File: src/rtl/fetch_stage.sv
// fetch_stage: instruction fetch for the 3-stage pipeline.
// Owns the program counter, presents it to a combinational instruction
// memory, and captures the returned word with its PC into the IF/EX register.
//
// Ports:
//   clk            rising-edge clock
//   reset          synchronous, active-high reset
//   stall          execute cannot accept; hold PC and IF/EX
//   redirect_valid taken branch/jump resolved in execute (overrides stall)
//   redirect_pc    redirect target; bits [1:0] are ignored
//   imem_addr      byte address to instruction memory (current PC)
//   imem_instr     instruction word for imem_addr, same cycle
//   ifex_pc        PC of the instruction held in IF/EX
//   ifex_instr     instruction held in IF/EX (NOP_INSTR when not valid)
//   ifex_valid     IF/EX holds a real instruction
module fetch_stage #(
  parameter logic [31:0] RESET_PC  = 32'h0000_0000,
  parameter logic [31:0] NOP_INSTR = 32'h0000_0013
) (
  input  logic        clk,
  input  logic        reset,
  input  logic        stall,
  input  logic        redirect_valid,
  input  logic [31:0] redirect_pc,
  output logic [31:0] imem_addr,
  input  logic [31:0] imem_instr,
  output logic [31:0] ifex_pc,
  output logic [31:0] ifex_instr,
  output logic        ifex_valid
);

  logic [31:0] pc_q;
  logic [31:0] ifex_pc_q;
  logic [31:0] ifex_instr_q;
  logic        ifex_valid_q;

  always_ff @(posedge clk) begin
    if (reset) begin
      pc_q         <= RESET_PC;
      ifex_pc_q    <= '0;
      ifex_instr_q <= NOP_INSTR;
      ifex_valid_q <= 1'b0;
    end else if (redirect_valid) begin
      // The word fetched this cycle is on the wrong path: squash it into a
      // bubble. A stalled instruction here is the branch itself, so the
      // redirect wins over stall.
      pc_q         <= {redirect_pc[31:2], 2'b00};
      ifex_pc_q    <= pc_q;
      ifex_instr_q <= NOP_INSTR;
      ifex_valid_q <= 1'b0;
    end else if (!stall) begin
      // Modulo-2^32 increment: 32'hFFFF_FFFC wraps to 0.
      pc_q         <= pc_q + 32'd4;
      ifex_pc_q    <= pc_q;
      ifex_instr_q <= imem_instr;
      ifex_valid_q <= 1'b1;
    end
  end

  assign imem_addr  = pc_q;
  assign ifex_pc    = ifex_pc_q;
  assign ifex_instr = ifex_instr_q;
  assign ifex_valid = ifex_valid_q;

endmodule

File: config.mk
export PLATFORM = sky130hd
export DESIGN_NAME = fetch_stage
export DESIGN_NICKNAME = d
export VERILOG_FILES = /design/src/rtl/fetch_stage.sv
export SDC_FILE = /design/constraint.sdc
export NUM_CORES = 1
export LEC_CHECK = 0
export ABC_AREA = 1
export BUFFER_PORTS_ARGS = -buffer_cell sky130_fd_sc_hd__buf_4
export CAP_MARGIN = 15
export CELL_PAD_IN_SITES_DETAIL_PLACEMENT = 1
export CELL_PAD_IN_SITES_GLOBAL_PLACEMENT = 2
export CORE_ASPECT_RATIO = 1.2
export CORE_MARGIN = 2
export CORE_UTILIZATION = 25
export DETAILED_ROUTE_END_ITERATION = 10
export GPL_TIMING_DRIVEN = 1
export MAX_ROUTING_LAYER = met4
export PLACE_DENSITY = 0.87
export SETUP_SLACK_MARGIN = 0.4
export SLEW_MARGIN = 5
export SYNTH_ARGS = -nofsm -noshare
export SYNTH_HDL_FRONTEND = slang
export SYNTH_SLANG_ARGS = --single-unit
File: constraint.sdc
create_clock -name clk -period 2.21 [get_ports clk]
set_clock_uncertainty 0.2 [all_clocks]
set_input_delay 0.442 -clock clk [delete_from_list [all_inputs] [get_ports clk]]
set_output_delay 0.442 -clock clk [all_outputs]
set_load 0.02 [all_outputs]
* Word level (Yosys, flattened, before mapping) *
Index checks and enable logic that the tools add are counted.

word-level totals
  output and inout port bits = 97
  flip-flop bits (word level) = 97
  bits of input ports = 68
  logic and storage cells = 12

operators by class
  reduce and logical (&&, ||, !) cells = 1
  add/subtract/negate cells = 1
  mux-type cells = 4
  equal/unequal tests = 1

operators by type and width
  operator               number
  $mux 32                4
  $add 32x3->32 const B  1
  $ne 2x1->1 const B     1
  $reduce_or 2->1        1

* Logic depth before layout (Yosys ltp) *
Gate-level depths: netlist of run 1.

  word-level depth = 3
  gate-level depth with buffers = 10
  depth with buffers taken out = 10

* Worst setup path after synthesis of run 1 *
No wires, ideal clock.

  kind = reg2reg
  start point = register pc_q[3] (netlist: imem_addr[3])
  end point = register pc_q[18] (netlist: imem_addr[18])
  period minus slack after synthesis = 1.770 ns
  path buffers = 0
  setup slack = 0.440 ns
  data required time = 1.897 ns
  arrival time = 1.457 ns
  setup time = 0.113 ns
  stages on the path, launching flop included = 11
  cell sequence = dfxtp_1 > ha_1 > nand2_2 > nor2_4 > nand2_4 > nor2_4 > nand2_2 > nand2_1 > nand2_1 > o21ai_1 > inv_1

between the ends
  cells in the longest elaborated chain, start to end = 3

RTL lines
  element                 line  text
  start, declared         32    logic [31:0] pc_q;
  start signal, assigned  47    pc_q <= {redirect_pc[31:2], 2'b00};
  start signal, assigned  53    pc_q <= pc_q + 32'd4;
  $add 32x3->32           53
  $mux 32                 51    end else if (!stall) begin
  $mux 32                 43    end else if (redirect_valid) begin

No other way between the ends. The select of a mux whose other input is x is not followed.
A chain may end at the register's enable or synchronous reset.

* Worst setup path after layout of run 1 *
  start point = register pc_q[2] (netlist: imem_addr[2])
  end point = register pc_q[18] (netlist: imem_addr[18])

Same word-level chain as after synthesis.

==> results of run 1 <==
[worst register-to-register path: cells and delay by family, from the launching register on]
kind,cells,cell delay (ps)
and+or+nand+nor,7,730
DFF,1,380
adders and majority gates,1,140
AOI/OAI and AO/OA,1,110
buffers and inverters,1,50
[routing by layer]
layer  wire length (µm)  track usage
met5                  0            -
met4                387      0.07191
met3                826      0.04065
met2               7283       0.2781
met1               6926       0.2070
[repair_timing]
item	CTS	global route
pin swaps	0	3
cloned	0	0
gates resized for setup	2	18
setup buffers	0	5
setup endpoints to repair	2	13
[synthesized netlist by cell type (2+ instances only)]
master | n | area [µm²]
sky130_fd_sc_hd__a21oi_1 | 75 | 375.4
sky130_fd_sc_hd__a31oi_1 | 5 | 31.28
sky130_fd_sc_hd__buf_1 | 3 | 11.26
sky130_fd_sc_hd__buf_2 | 9 | 45.04
sky130_fd_sc_hd__buf_4 | 4 | 30.03
sky130_fd_sc_hd__clkbuf_1 | 15 | 56.30
sky130_fd_sc_hd__dfxtp_1 | 93 | 1862
sky130_fd_sc_hd__inv_1 | 60 | 225.2
sky130_fd_sc_hd__inv_2 | 2 | 7.510
sky130_fd_sc_hd__nand2_1 | 173 | 649.4
sky130_fd_sc_hd__nand2_2 | 9 | 56.30
sky130_fd_sc_hd__nand2_4 | 3 | 33.78
sky130_fd_sc_hd__nand3_1 | 40 | 200.2
sky130_fd_sc_hd__nand3b_1 | 2 | 15.01
sky130_fd_sc_hd__nor2_1 | 48 | 180.2
sky130_fd_sc_hd__nor2_2 | 3 | 18.77
sky130_fd_sc_hd__nor2_4 | 9 | 101.4
sky130_fd_sc_hd__o21ai_0 | 55 | 275.3
sky130_fd_sc_hd__o21ai_1 | 4 | 20.02
sky130_fd_sc_hd__xnor2_1 | 2 | 17.52
sky130_fd_sc_hd__xor2_1 | 4 | 35.03
[power breakdown]
group	switching (mW)	internal, mW	leakage (nW)
sequential	0.0785	1.77	0.768
clock	0.732	0.998	0.152
combinational	0.387	0.282	1.76
[cell families (layout without fill, tap and decap cells)]
kind of cell | Yosys count | after routing
other | 1 | 4
and+or+nand+nor | 290 | 290
xor gates and xnor gates | 6 | 6
DFF | 93 | 93
buffers and inverters | 97 | 255
adders and majority gates | 1 | 1
AOI/OAI and AO/OA | 141 | 141
[cell usage in the layout, fill, tap and decap left out, types with 3 or more instances in the layout]
cell and instances:
sky130_fd_sc_hd__a21oi_1 75, sky130_fd_sc_hd__a31oi_1 5, sky130_fd_sc_hd__buf_4 173, sky130_fd_sc_hd__clkbuf_16 9
sky130_fd_sc_hd__conb_1 4, sky130_fd_sc_hd__dfxtp_1 84, sky130_fd_sc_hd__dfxtp_2 7, sky130_fd_sc_hd__inv_1 60
sky130_fd_sc_hd__nand2_1 173, sky130_fd_sc_hd__nand2_2 9, sky130_fd_sc_hd__nand2_4 3, sky130_fd_sc_hd__nand3_1 40
sky130_fd_sc_hd__nor2_1 42, sky130_fd_sc_hd__nor2_2 8, sky130_fd_sc_hd__nor2_4 10, sky130_fd_sc_hd__o21ai_0 55
sky130_fd_sc_hd__o21ai_1 4, sky130_fd_sc_hd__xor2_1 4
[path summary, 6_finish.rpt]
check | startpoint | to | slack [ps] | cells past startpoint
worst max-delay path | imem_addr[2] | imem_addr[18] | 510 | 10
worst min-delay path | imem_instr[4] | ifex_instr[4] | 80 | 3
worst max register to register | imem_addr[2] | imem_addr[18] | 510 | 10
worst min register to register | ifex_instr[31] | ifex_instr[31] | 260 | 2
[registers in the layout, summed over array words and instances (netlist names)]
signal / flops
ifex_instr: 32
ifex_pc: 30
imem_addr: 30
ifex_valid: 1
[area by class of cell]
cell class | instances | area, µm²
Clock inverter | 7 | 97.59
Sequential cell | 93 | 1878
Multi-Input combinational cell | 442 | 2118
Inverter | 64 | 242.7
Fill cell | 2149 | 10750
Clock buffer | 9 | 225.2
Timing Repair Buffer | 175 | 1339
Tap cell | 216 | 270.3
==> results.md, run 1 <==
Run:
- The count of max-cap constraint violations is 0.

Timing:
- Across all setup checks in the final design, the least slack found is 511.0 ps.
- The number of max-slew violations in the final report was 0.
- The final setup TNS is 0 ps.
- The maximum operating frequency is 0.5886 GHz.
- The worst path in the final design needs a cycle of 1699 ps, including I/O delays and setup.
- Setup repair after global routing left no endpoint under its margin.
- The number of failing hold endpoints at the final stage is 0.
- Of the available clock period, the critical path in the final layout requires 0.7688.
- The tightest hold path in the finished design has a slack of 79.95 ps.
- Setup violations remaining at the end of the flow were counted as 0.

Worst setup path:
- The stage delay of the slowest cell on the critical path is 380 ps.
- The top fanout value on the critical path is 5.
- For the worst setup path, the data required time is 2260 ps.
- Grouping stages by cell kind, the critical path spends the most delay in simple AND/OR/NAND/NOR gates.
- STA classifies the critical path endpoint as a flop.
- The slowest stage of the critical path is the sky130_fd_sc_hd__dfxtp_4 cell.
- The critical path buffer and inverter count is 1.
- The critical setup path kind is flop to flop.
- The type of element launching the critical path is a flop.
- The data arrival time of the critical path is ~1800 ps.
- The critical path goes through ha_4, nand2_2, nor2_4, nand2_4, nor2_4, nand2_2, nand2_1, nand2_1, o21ai_1, inv_1.

Yosys:
- The post-synthesis compound-gate area fraction came to 0.1656.
- For this run, asynchronously set or reset flops after synthesis account for 0.
- The mean cell area of the mapped netlist is 6.897 µm².
- The number of distinct library cells after synthesis is 32.
- After synthesis, the share of cell area in mux cells is 0.
- The area share of fa/ha/maj cells after synthesis is 0.002884.
- The number of synthesized register bits is 93.
- After synthesis, the largest family of logic cells by area is simple AND/OR/NAND/NOR gates.
- Of the synthesized area, sequential elements account for 0.4292.
- The cell area after synthesis is 4338 µm².
- The most common flop cell mapped by yosys is sky130_fd_sc_hd__dfxtp_1.
- Synthesis produced a netlist whose cell count is 629.
- Of the total synthesized cell area, the portion taken by AND, OR, NAND and NOR gates is 0.2968.
- The number of synthesized flops with an enable pin is 0.
- For this run, the number of Yosys warnings is 0.
- The post-synthesis xor/xnor area fraction is 0.01211.

Floorplanning:
- Pin placement for this block handled 165 I/O pins.
- The effective utilization at floorplan is 0.2564.
- The vertical extent of the die is 148.3 µm.
- The x dimension of the die is 124.3 µm.
- In this run the standard cell core region covers 16920 µm².
- Row generation in the floorplan step produced 52 rows.
- The floorplan step defined a die boundary enclosing about 18000 µm².

Drt:
- The pre-antenna-repair detailed-routing pass consisted of 4 iterations.
- The overall routed net length is 15420 µm.
- The number of design rule violations left after detail routing is 0.
- After the first detailed-routing iteration, the DRC count stood at approximately 140.
- The post-detailed-route wirelength per cell is 15.33 µm.
- The post-route antenna net violation count is 0.
- The total vias in the final route is ~4600.
- The number of vias per cell after detailed routing is 4.561.

Global route:
- The first-pass GRT wire length is 24440 µm.
- The remaining global-route overflow is 0.
- The initial antenna violation count is 0.
- The via count of the first global-routing pass is approximately 4700.
- In the global route stage, overall resource usage came out at 0.1722.
- The pin count of the biggest net entering global routing is 68.

Finish:
- Measured on the finished design, the core utilization comes to 0.3648.
- The net count of the finished layout is between 800 and 900.
- The fraction of layout instances using a drive strength above 1 is 0.2987.
- The area added between synthesis and finish is 42.26%.
- The final cell count without fillers is 1006.
- The cell area after layout is 6171 µm².
- The number of antenna repair diodes is 0.

Placement:
- The worst setup slack after placement is 335.2 ps.
- The count of buffers inserted at the top-level ports is 158.
- The weighted congestion reported at the end of routability-driven placement is 0.8565.
- The instance count after placement with tap cells included is 985.
- The instance area after placement is 5762 µm².
- The half-perimeter wire length of the detailed placement result is 11260 µm.

Clock network:
- The tree is rooted in a sky130_fd_sc_hd__clkbuf_16.
- The quantity of hold-fixing buffers added after cts is 0.
- Counting along the longest clock path gives a buffer depth of 2.
- TritonCTS built the clock tree.
- The clock sink count is 93.
- The clock reaches the later pin of the worst-skew pair after 360 ps.
- Clock-pin slew was measured on the worst setup and hold paths at roughly 70 ps.
- The clock buffer count from CTS is 9.
- The maximum level of the CTS H-tree is 3.

Status:
- The flow ran to the end, and the final reports show no timing, DRC or antenna violations.

Min path:
- The path class of the tightest hold or removal check is input pin to flop.

Power and ir drop:
- Across the VDD grid, the largest voltage drop is approximately 0.32 mV.
- In this run the power density over the cells is 687.7 nW/µm².
- The completed layout was analyzed and its total power is 4.244 mW.
- In this run the static leakage power is ~2.7 nW.
Note: power is estimated with default switching activity, not from simulation.
==> run 2: changes to the inputs <==
--- a/config.mk
+++ b/config.mk
@@ -5,14 +5,14 @@
 export SDC_FILE = /design/constraint.sdc
 export NUM_CORES = 1
 export LEC_CHECK = 0
-export ABC_AREA = 1
+export ABC_AREA = 0
 export BUFFER_PORTS_ARGS = -buffer_cell sky130_fd_sc_hd__buf_4
 export CAP_MARGIN = 15
 export CELL_PAD_IN_SITES_DETAIL_PLACEMENT = 1
 export CELL_PAD_IN_SITES_GLOBAL_PLACEMENT = 2
 export CORE_ASPECT_RATIO = 1.2
 export CORE_MARGIN = 2
-export CORE_UTILIZATION = 25
+export CORE_UTILIZATION = 26
 export DETAILED_ROUTE_END_ITERATION = 10
 export GPL_TIMING_DRIVEN = 1
 export MAX_ROUTING_LAYER = met4
==> constraint.sdc (replaced) <==
create_clock -name clk -period 1.75 [get_ports clk]
set_clock_uncertainty 0.2 [all_clocks]
set_input_delay 0.35 -clock clk [delete_from_list [all_inputs] [get_ports clk]]
set_output_delay 0.35 -clock clk [all_outputs]
set_load 0.02 [all_outputs]
==> results.md, run 2 <==
Status:
- The run finished, with violations left.
- The final reports fail on negative setup slack.

Clock network:
- CTS placed an instance of sky130_fd_sc_hd__clkbuf_16 at the clock tree root.
- The source-to-sink clock delay at the later pin of the worst-skew pair is 350 ps (about the same).
- The clock sink count is 93 (unchanged).
- The clock-pin slew on the worst setup and hold paths came to 70 ps (about the same).
- The buffer levels on the longest clock path is 2 (unchanged).
- The quantity of hold-fixing buffers added after cts is 0 (unchanged).
- The maximum level of the CTS H-tree was 3 (unchanged).
- The clock buffer count from CTS is 9 (unchanged).
- The CTS tree is yes.

Global route:
- The aggregate global-route resource usage was 0.2119 (+0.03966).
- The first-pass GRT wire length is 25770 µm (+5.5%).
- The via count of the first global-routing pass is 4891 (+3.9%).
- The initial antenna violation count came to 0 (unchanged).
- The pin count of the biggest net entering global routing is 38 (-44%).
- The remaining global-route overflow came to 0 (unchanged).

Timing:
- The final critical delay including setup and external delays is 2231 ps (+531.8 ps).
- The number of failing setup endpoints in the final timing report is 23 (+23).
- The number of max-slew violations in the final report was 0 (unchanged).
- The worst pin sits at a relative slew slack of 0.6027.
- The share of the cycle needed by the critical path after routing came to 1.275 (+0.5059).
- The minimum hold slack is 17.25 ps (-62.71 ps).
- The maximum operating frequency was 0.4483 GHz (-24%).
- The worst setup slack after layout is -480.8 ps (-991.8 ps).
- The measured slew at the worst slew-check pin is 596.0 ps.
- The number of failing hold endpoints at the final stage is 0 (unchanged).
- The final setup TNS was -6682 ps (-6682 ps).
- Setup repair after global routing could not meet its margin everywhere.

Placement:
- The count of buffers inserted at the top-level ports is 158 (unchanged).
- The half-perimeter wire length of the detailed placement result came to 10990 µm (-2.4%).
- The weighted congestion reported at the end of routability-driven placement was 0.7949 (-7.2%).

Yosys:
- The sequential element share of the synthesized area is 0.4709 (+0.04170).
- Among all flip-flop cells after synthesis, the most frequent one is sky130_fd_sc_hd__dfxtp_1.
- The number of synthesized flops with an enable pin is 0 (unchanged).
- The number of distinct library cells after synthesis is 40 (+25%).
- The library cell with the highest instance count after synthesis is sky130_fd_sc_hd__dfxtp_1.
- The area fraction of the dominant cell type after synthesis came to 0.4709 (+0.04170).
- The share of async-settable or async-resettable flops after synthesis is 0 (unchanged).
- Sorting the synthesized cells by area gives the leading types as sky130_fd_sc_hd__dfxtp_1 (47%), sky130_fd_sc_hd__mux2i_1 (8.6%), sky130_fd_sc_hd__nand2_1 (7.5%).
- The cell area after synthesis was 3954 µm² (-8.9%).
- The mean cell area of the mapped netlist is 8.558 µm² (+24%).
- The number of synthesized register bits was 93 (unchanged).
- The number of warnings reported in the yosys synthesis log is 0 (unchanged).
- The number of instances in the synthesized netlist is 462 (-27%).
- The synthesized design spends more area on one cell type than any other, namely sky130_fd_sc_hd__dfxtp_1.
- Counting instances in the post-synthesis netlist gives the leading cell types as sky130_fd_sc_hd__dfxtp_1 (93), sky130_fd_sc_hd__nand2_1 (79), sky130_fd_sc_hd__nor2_1 (54).

Drt:
- The number of vias per cell after detailed routing is 4.852 (+6.4%).
- The overall routed net length is 17130 µm (+11%).
- The post-route antenna net violation count is 0 (unchanged).
- The total vias in the final route is 4498 (-2.0%).
- The number of design rule violations left after detail routing was 0 (unchanged).
- The number of optimization iterations in the first detailed-route pass is 4 (unchanged).
- The number of design-rule violations left by the first detailed-router iteration is 133 (-2.2%).
- The post-detailed-route wirelength per cell is 18.48 µm (+21%).

Power and ir drop:
- The power density relative to cell area is 725.2 nW/µm² (+5.4%).
- The internal power of the cells is 3.875 mW (+27%).
- The largest vdd supply drop was 0.6044 mV (+90%).
- The sequential share of power is 0.428 (-0.007).
- The power spent charging and discharging nets is 1.581 mW (+32%).
- The power share of the combinational group is 0.218 (+0.060).
- The part of the total power dissipated in the clock network is 0.354 (-0.054).
- The switching share of power was 0.2898 (+0.007568).
- The static power due to leakage is 3.254 nW (+21%).

Floorplanning:
- The x dimension of the die was 116.6 µm (-6.2%).
- The number of rows in the core area is 49 (-5.8%).
- The effective utilization at floorplan is 0.2643 (+0.007868).
- The vertical extent of the die is 139.1 µm (-6.2%).
- The placeable core region is 14960 µm² (-12%).
- The area of the die was 16210 µm² (-12%).
- The count of boundary I/O pins is 165 (unchanged).

Finish:
- The number of antenna repair diodes is 0 (unchanged).
- The layout filler cell count is 1691 (-21%).
- The final-stage net count is 787 (-7.8%).
- The library cells used most frequently in the layout, excluding fill and tap cells, are sky130_fd_sc_hd__buf_6 (138), sky130_fd_sc_hd__buf_4 (135), sky130_fd_sc_hd__nand2_1 (78), sky130_fd_sc_hd__dfxtp_2 (78), sky130_fd_sc_hd__nor2_1 (53).
- The fraction of layout instances using a drive strength above 1 is 0.6100 (+0.3112).
- The flip-flop count of the largest register after layout came to 32 (unchanged).
- The most common cell after layout, fill and taps aside is sky130_fd_sc_hd__buf_6.
- Relative to the synthesized area, the layout overhead comes to 90.32%.
- The share of the core filled with cells in the final layout was 0.5030 (+0.1382).

Worst setup path:
- The critical path in this run is classified as flop to flop.
- The data required time at the worst endpoint is 1800 ps (-460 ps).
- The data arrival time of the critical path is 2280 ps (+530 ps).
- The endpoint kind of the worst setup timing path is a flop.
- The top fanout value on the critical path is 4 (-1).
- The type of element launching the critical path is a flop.

Min path:
- The class of the most critical hold timing path is input pin to flop.

Run:
- The count of max-cap constraint violations was 0 (unchanged).
run 2: cell types whose count changed after synthesis, moves of 9 or more:
cell                       delta
sky130_fd_sc_hd__a211oi_1    +11
sky130_fd_sc_hd__a21oi_1     -40
sky130_fd_sc_hd__a311oi_1    +13
sky130_fd_sc_hd__clkbuf_1    +10
sky130_fd_sc_hd__inv_1       -49
sky130_fd_sc_hd__mux2i_1     +34
sky130_fd_sc_hd__nand2_1     -94
sky130_fd_sc_hd__nand2_2      -9
sky130_fd_sc_hd__nand3_1     -36
sky130_fd_sc_hd__nand4_1     +10
sky130_fd_sc_hd__nor2_4       -9
sky130_fd_sc_hd__o21ai_0     -50
sky130_fd_sc_hd__or4_1        +9
run 2: area by class of cell:
cell class / count / area (µm²) / area share
Clock buffer: 10 / 239.0 / 0.03176
Sequential cell: 93 / 2008 / 0.2669
Multi-Input combinational cell: 322 / 2236 / 0.2971
Clock inverter: 6 / 43.79 / 0.005820
Timing Repair Buffer: 280 / 2698 / 0.3585
Inverter: 12 / 45.04 / 0.005986
Tap cell: 204 / 255.2 / 0.03392
run 2: logic make-up after synthesis:
group | after synthesis | synth area share
DFF | 93 | 0.4709
other | 1 | 0.0009485
muxes | 34 | 0.08608
AOI/OAI and AO/OA | 82 | 0.1377
xor gates and xnor gates | 9 | 0.01994
and+or+nand+nor | 192 | 0.2288
adders and majority gates | 1 | 0.003164
buffers and inverters | 50 | 0.05253
run 2: per-stage QoR:
| stage | std cells | total power, mW | instance area [µm²] | worst slack [ps] |
|---|---|---|---|---|
| global placement | 858 | 3.255 | 5901 | -641.1 |
| floorplan | 465 | 2.800 | 4103 | -499.8 |
| global route | 927 | 5.691 | 7525 | -531.3 |
| finish | 927 | 5.457 | 7525 | -480.8 |
| detailed placement | 858 | 3.287 | 5901 | -675.4 |
| CTS | 907 | 5.425 | 7191 | -410.7 |
run 2: final timing paths:
kind / start / end / slack, ps / depth (start not counted)
worst max-delay path: imem_addr[10] / imem_addr[15] / -480 / 6
worst max register to register: imem_addr[10] / imem_addr[15] / -480 / 6
worst min register to register: ifex_valid / ifex_valid / 260 / 2
worst min-delay path: imem_instr[1] / ifex_instr[1] / 20 / 3
run 2: layer usage:
layer  up-vias  share of wire  track usage
li1       2133              -            -
met3        24          0.059      0.05594
met2       130           0.54       0.3779
met1      2211           0.38       0.2273
met5         -              0            -
met4         0          0.019      0.06130
run 2: critical path: stages (launching register included):
cell	delay [ps]
sky130_fd_sc_hd__dfxtp_4	370
sky130_fd_sc_hd__nand2_1	100
sky130_fd_sc_hd__or4_4	560
sky130_fd_sc_hd__buf_6	150
sky130_fd_sc_hd__buf_4	140
sky130_fd_sc_hd__or3_1	360
sky130_fd_sc_hd__a311oi_2	260
run 2: power by group through the flow:
stage	sequential (mW)	clock [mW]	combinational, mW
3_3_place_gp	2.35	0	0.910
3_5_place_dp	2.35	0	0.934
2_1_floorplan	2.50	0	0.301
6_report	2.34	1.93	1.19
5_1_grt	2.35	2.07	1.27
4_1_cts	2.33	1.98	1.11
run 2: repair_timing:
item                       4_1_cts  5_1_grt
gates cloned                     1        0
setup endpoints to repair      121      122
gates resized for setup        238       41
buffers inserted                32       20
pin swaps                       45       17
==> run 3: changes to the inputs <==
--- a/config.mk
+++ b/config.mk
@@ -12,11 +12,11 @@
 export CELL_PAD_IN_SITES_GLOBAL_PLACEMENT = 2
 export CORE_ASPECT_RATIO = 1.2
 export CORE_MARGIN = 2
-export CORE_UTILIZATION = 26
+export CORE_UTILIZATION = 29
 export DETAILED_ROUTE_END_ITERATION = 10
 export GPL_TIMING_DRIVEN = 1
 export MAX_ROUTING_LAYER = met4
-export PLACE_DENSITY = 0.87
+export PLACE_DENSITY = 0.95
 export SETUP_SLACK_MARGIN = 0.4
 export SLEW_MARGIN = 5
 export SYNTH_ARGS = -nofsm -noshare
==> constraint.sdc (replaced) <==
create_clock -name clk -period 2.8 [get_ports clk]
set_clock_uncertainty 0.2 [all_clocks]
set_input_delay 0.56 -clock clk [delete_from_list [all_inputs] [get_ports clk]]
set_output_delay 0.56 -clock clk [all_outputs]
set_load 0.02 [all_outputs]
==> results.md, run 3 (synthesis results as in run 2) <==
Drt:
- The post-detailed-route wirelength per cell is 17.32 µm (-6.3%).
- The overall routed net length is 13630 µm (-20%).
- The number of design rule violations left after detail routing was 0 (unchanged).
- The number of optimization iterations in the first detailed-route pass is 4 (unchanged).
- The number of vias per cell after detailed routing is 5.089 (+4.9%).
- The total vias in the final route is 4005 (-11%).
- The post-route antenna net violation count was 0 (unchanged).
- The number of design-rule violations left by the first detailed-router iteration is 132 (-0.75%).

Floorplanning:
- The number of rows in the core area was 46 (-6.1%).
- The area of the die is 14590 µm² (-10%).
- The count of boundary I/O pins is 165 (unchanged).
- The effective utilization at floorplan is 0.2974 (+0.03308).
- The placeable core region is 13300 µm² (-11%).
- The x dimension of the die was 110.6 µm (-5.1%).
- The vertical extent of the die was 131.9 µm (-5.2%).

Clock network:
- The source-to-sink clock delay at the later pin of the worst-skew pair was 340 ps (about the same).
- The clock-pin slew on the worst setup and hold paths is 60 ps (about the same).
- The clock sink count is 93 (unchanged).
- The maximum level of the CTS H-tree came to 3 (unchanged).
- The CTS tree is yes.
- In this run the clock root is driven by a sky130_fd_sc_hd__clkbuf_16.
- The clock buffer count from CTS is 9 (unchanged).
- The buffer levels on the longest clock path is 2 (unchanged).

Timing:
- Setup repair after global routing could not meet its margin everywhere.
- The final critical delay including setup and external delays came to 2362 ps (+131.5 ps).
- The maximum operating frequency came to 0.4233 GHz (-5.6%).
- The share of the cycle needed by the critical path after routing is 0.8437 (-0.4310).
- The worst slew margin relative to its limit is 0.5316 (-0.07102).
- The measured slew at the worst slew-check pin came to 696.1 ps (+100.1 ps).
- The number of failing setup endpoints in the final timing report is 0 (-100%).
- The final setup TNS is 0 ps (+6682 ps).
- The number of failing hold endpoints at the final stage was 0 (unchanged).
- The number of max-slew violations in the final report is 0 (unchanged).

Placement:
- The half-perimeter wire length of the detailed placement result is 10090 µm (-8.2%).
- The count of buffers inserted at the top-level ports is 158 (unchanged).
- The instance count after placement with tap cells included was 768 (-10%).
- The weighted congestion reported at the end of routability-driven placement is 0.7884 (-0.82%).

Worst setup path:
- The data required time at the worst endpoint is 2850 ps (+1050 ps).
- The top fanout value on the critical path came to 6 (+2).
- The stage delay of the slowest cell on the critical path is 550 ps (about the same).
- The critical setup path kind is flop to flop.
- The largest individual stage delay along the critical path comes from the cell sky130_fd_sc_hd__or4_4.
- The endpoint kind of the worst setup timing path is a flop.
- The data arrival time of the critical path is 2410 ps (+130 ps).
- Traced cell by cell, the critical path runs through ha_4, nand4_1, or4_4, or4_1, a311oi_2.
- The worst setup path is launched from a flop.

Power and ir drop:
- The largest vdd supply drop was 0.2566 mV (-58%).
- The static power due to leakage is 2.430 nW (-25%).
- The overall power after layout is 3.205 mW (-41%).
- The power density relative to cell area came to 559.9 nW/µm² (-23%).

Finish:
- The fraction of layout instances using a drive strength above 1 is 0.3619 (-0.2481).
- The top cell types in the final layout, fill and taps aside, are sky130_fd_sc_hd__buf_4 (176), sky130_fd_sc_hd__nand2_1 (79), sky130_fd_sc_hd__dfxtp_1 (77).
- The number of antenna repair diodes was 0 (unchanged).
- The layout filler cell count is 1535 (-9.2%).
- The most common cell after layout, fill and taps aside is sky130_fd_sc_hd__buf_4.
- The final cell count without fillers is 787 (-15%).
- The final-stage net count is 684 (-13%).
- Relative to the synthesized area, the layout overhead comes to 44.78%.
- The flip-flop count of the largest register after layout is 32 (unchanged).

Run:
- The count of max-cap constraint violations is 0 (unchanged).

Global route:
- The via count of the first global-routing pass is 4267 (-13%).
- The first-pass GRT wire length is 21780 µm (-15%).
- The aggregate global-route resource usage came to 0.1886 (-0.02321).
- The initial antenna violation count is 0 (unchanged).
- The remaining global-route overflow was 0 (unchanged).
- The pin count of the biggest net entering global routing was 40 (+5.3%).

Min path:
- The path class of the tightest hold or removal check is input pin to flop.

Status:
- The run finished with clean final reports.
[run 3: metrics by stage]
step           worst slack [ps]  utilization  hold WS (ps)  area, µm²
2_1_floorplan             414.3            -         326.4       3976
3_3_place_gp              179.6       0.4005         238.0       5325
3_5_place_dp              98.85       0.4005         252.5       5325
4_1_cts                   375.9       0.4241         230.5       5638
5_1_grt                   395.1       0.4305         254.0       5724
6_report                  437.7       0.4305         239.1       5724
[run 3: worst paths after layout]
| check | endpoint | slack, ps | start | cells after the start |
|---|---|---|---|---|
| hold reg to reg | ifex_pc[22] | 260 | ifex_pc[22] | 2 |
| setup / recovery | imem_addr[24] | 440 | imem_addr[3] | 5 |
| hold / removal | ifex_instr[0] | 240 | imem_instr[0] | 3 |
| setup reg to reg | imem_addr[24] | 440 | imem_addr[3] | 5 |
[run 3: layer usage]
layer	vias to the layer above	track usage	wire, µm
met1	1932	0.2082	5464
li1	1923	-	-
met2	130	0.3357	7093
met4	0	0.07014	277
met5	-	-	0
met3	20	0.03724	798
[run 3: power by group]
| part | internal (mW) | switching (mW) |
|---|---|---|
| clock network | 0.733 | 0.508 |
| registers | 1.39 | 0.0765 |
| logic | 0.227 | 0.267 |
[run 3: worst max-delay path, delay by kind of cell (launching register included)]
| kind | cells | cell delay (ps) |
|---|---|---|
| compound gates | 1 | 240 |
| flops | 1 | 390 |
| fa+ha+maj | 1 | 160 |
| simple gates | 3 | 1280 |
[run 3: timing repair]
item,in CTS,in global routing
pin swaps,0,2
buffers inserted,0,4
hold buffers,0,0
resized for setup,7,19
setup endpoints to repair,6,10
[run 3: area by class of cell]
cell class              count  area, µm²  share of cell area
multi-input cells         322       1944              0.3397
flip-flops and latches     93       1892              0.3305
repair buffers            177       1333              0.2328
clock buffers              11      252.7             0.04415
well taps                 168      210.2             0.03672
clock inverters             4      47.55            0.008306
inverters                  12      45.04            0.007869
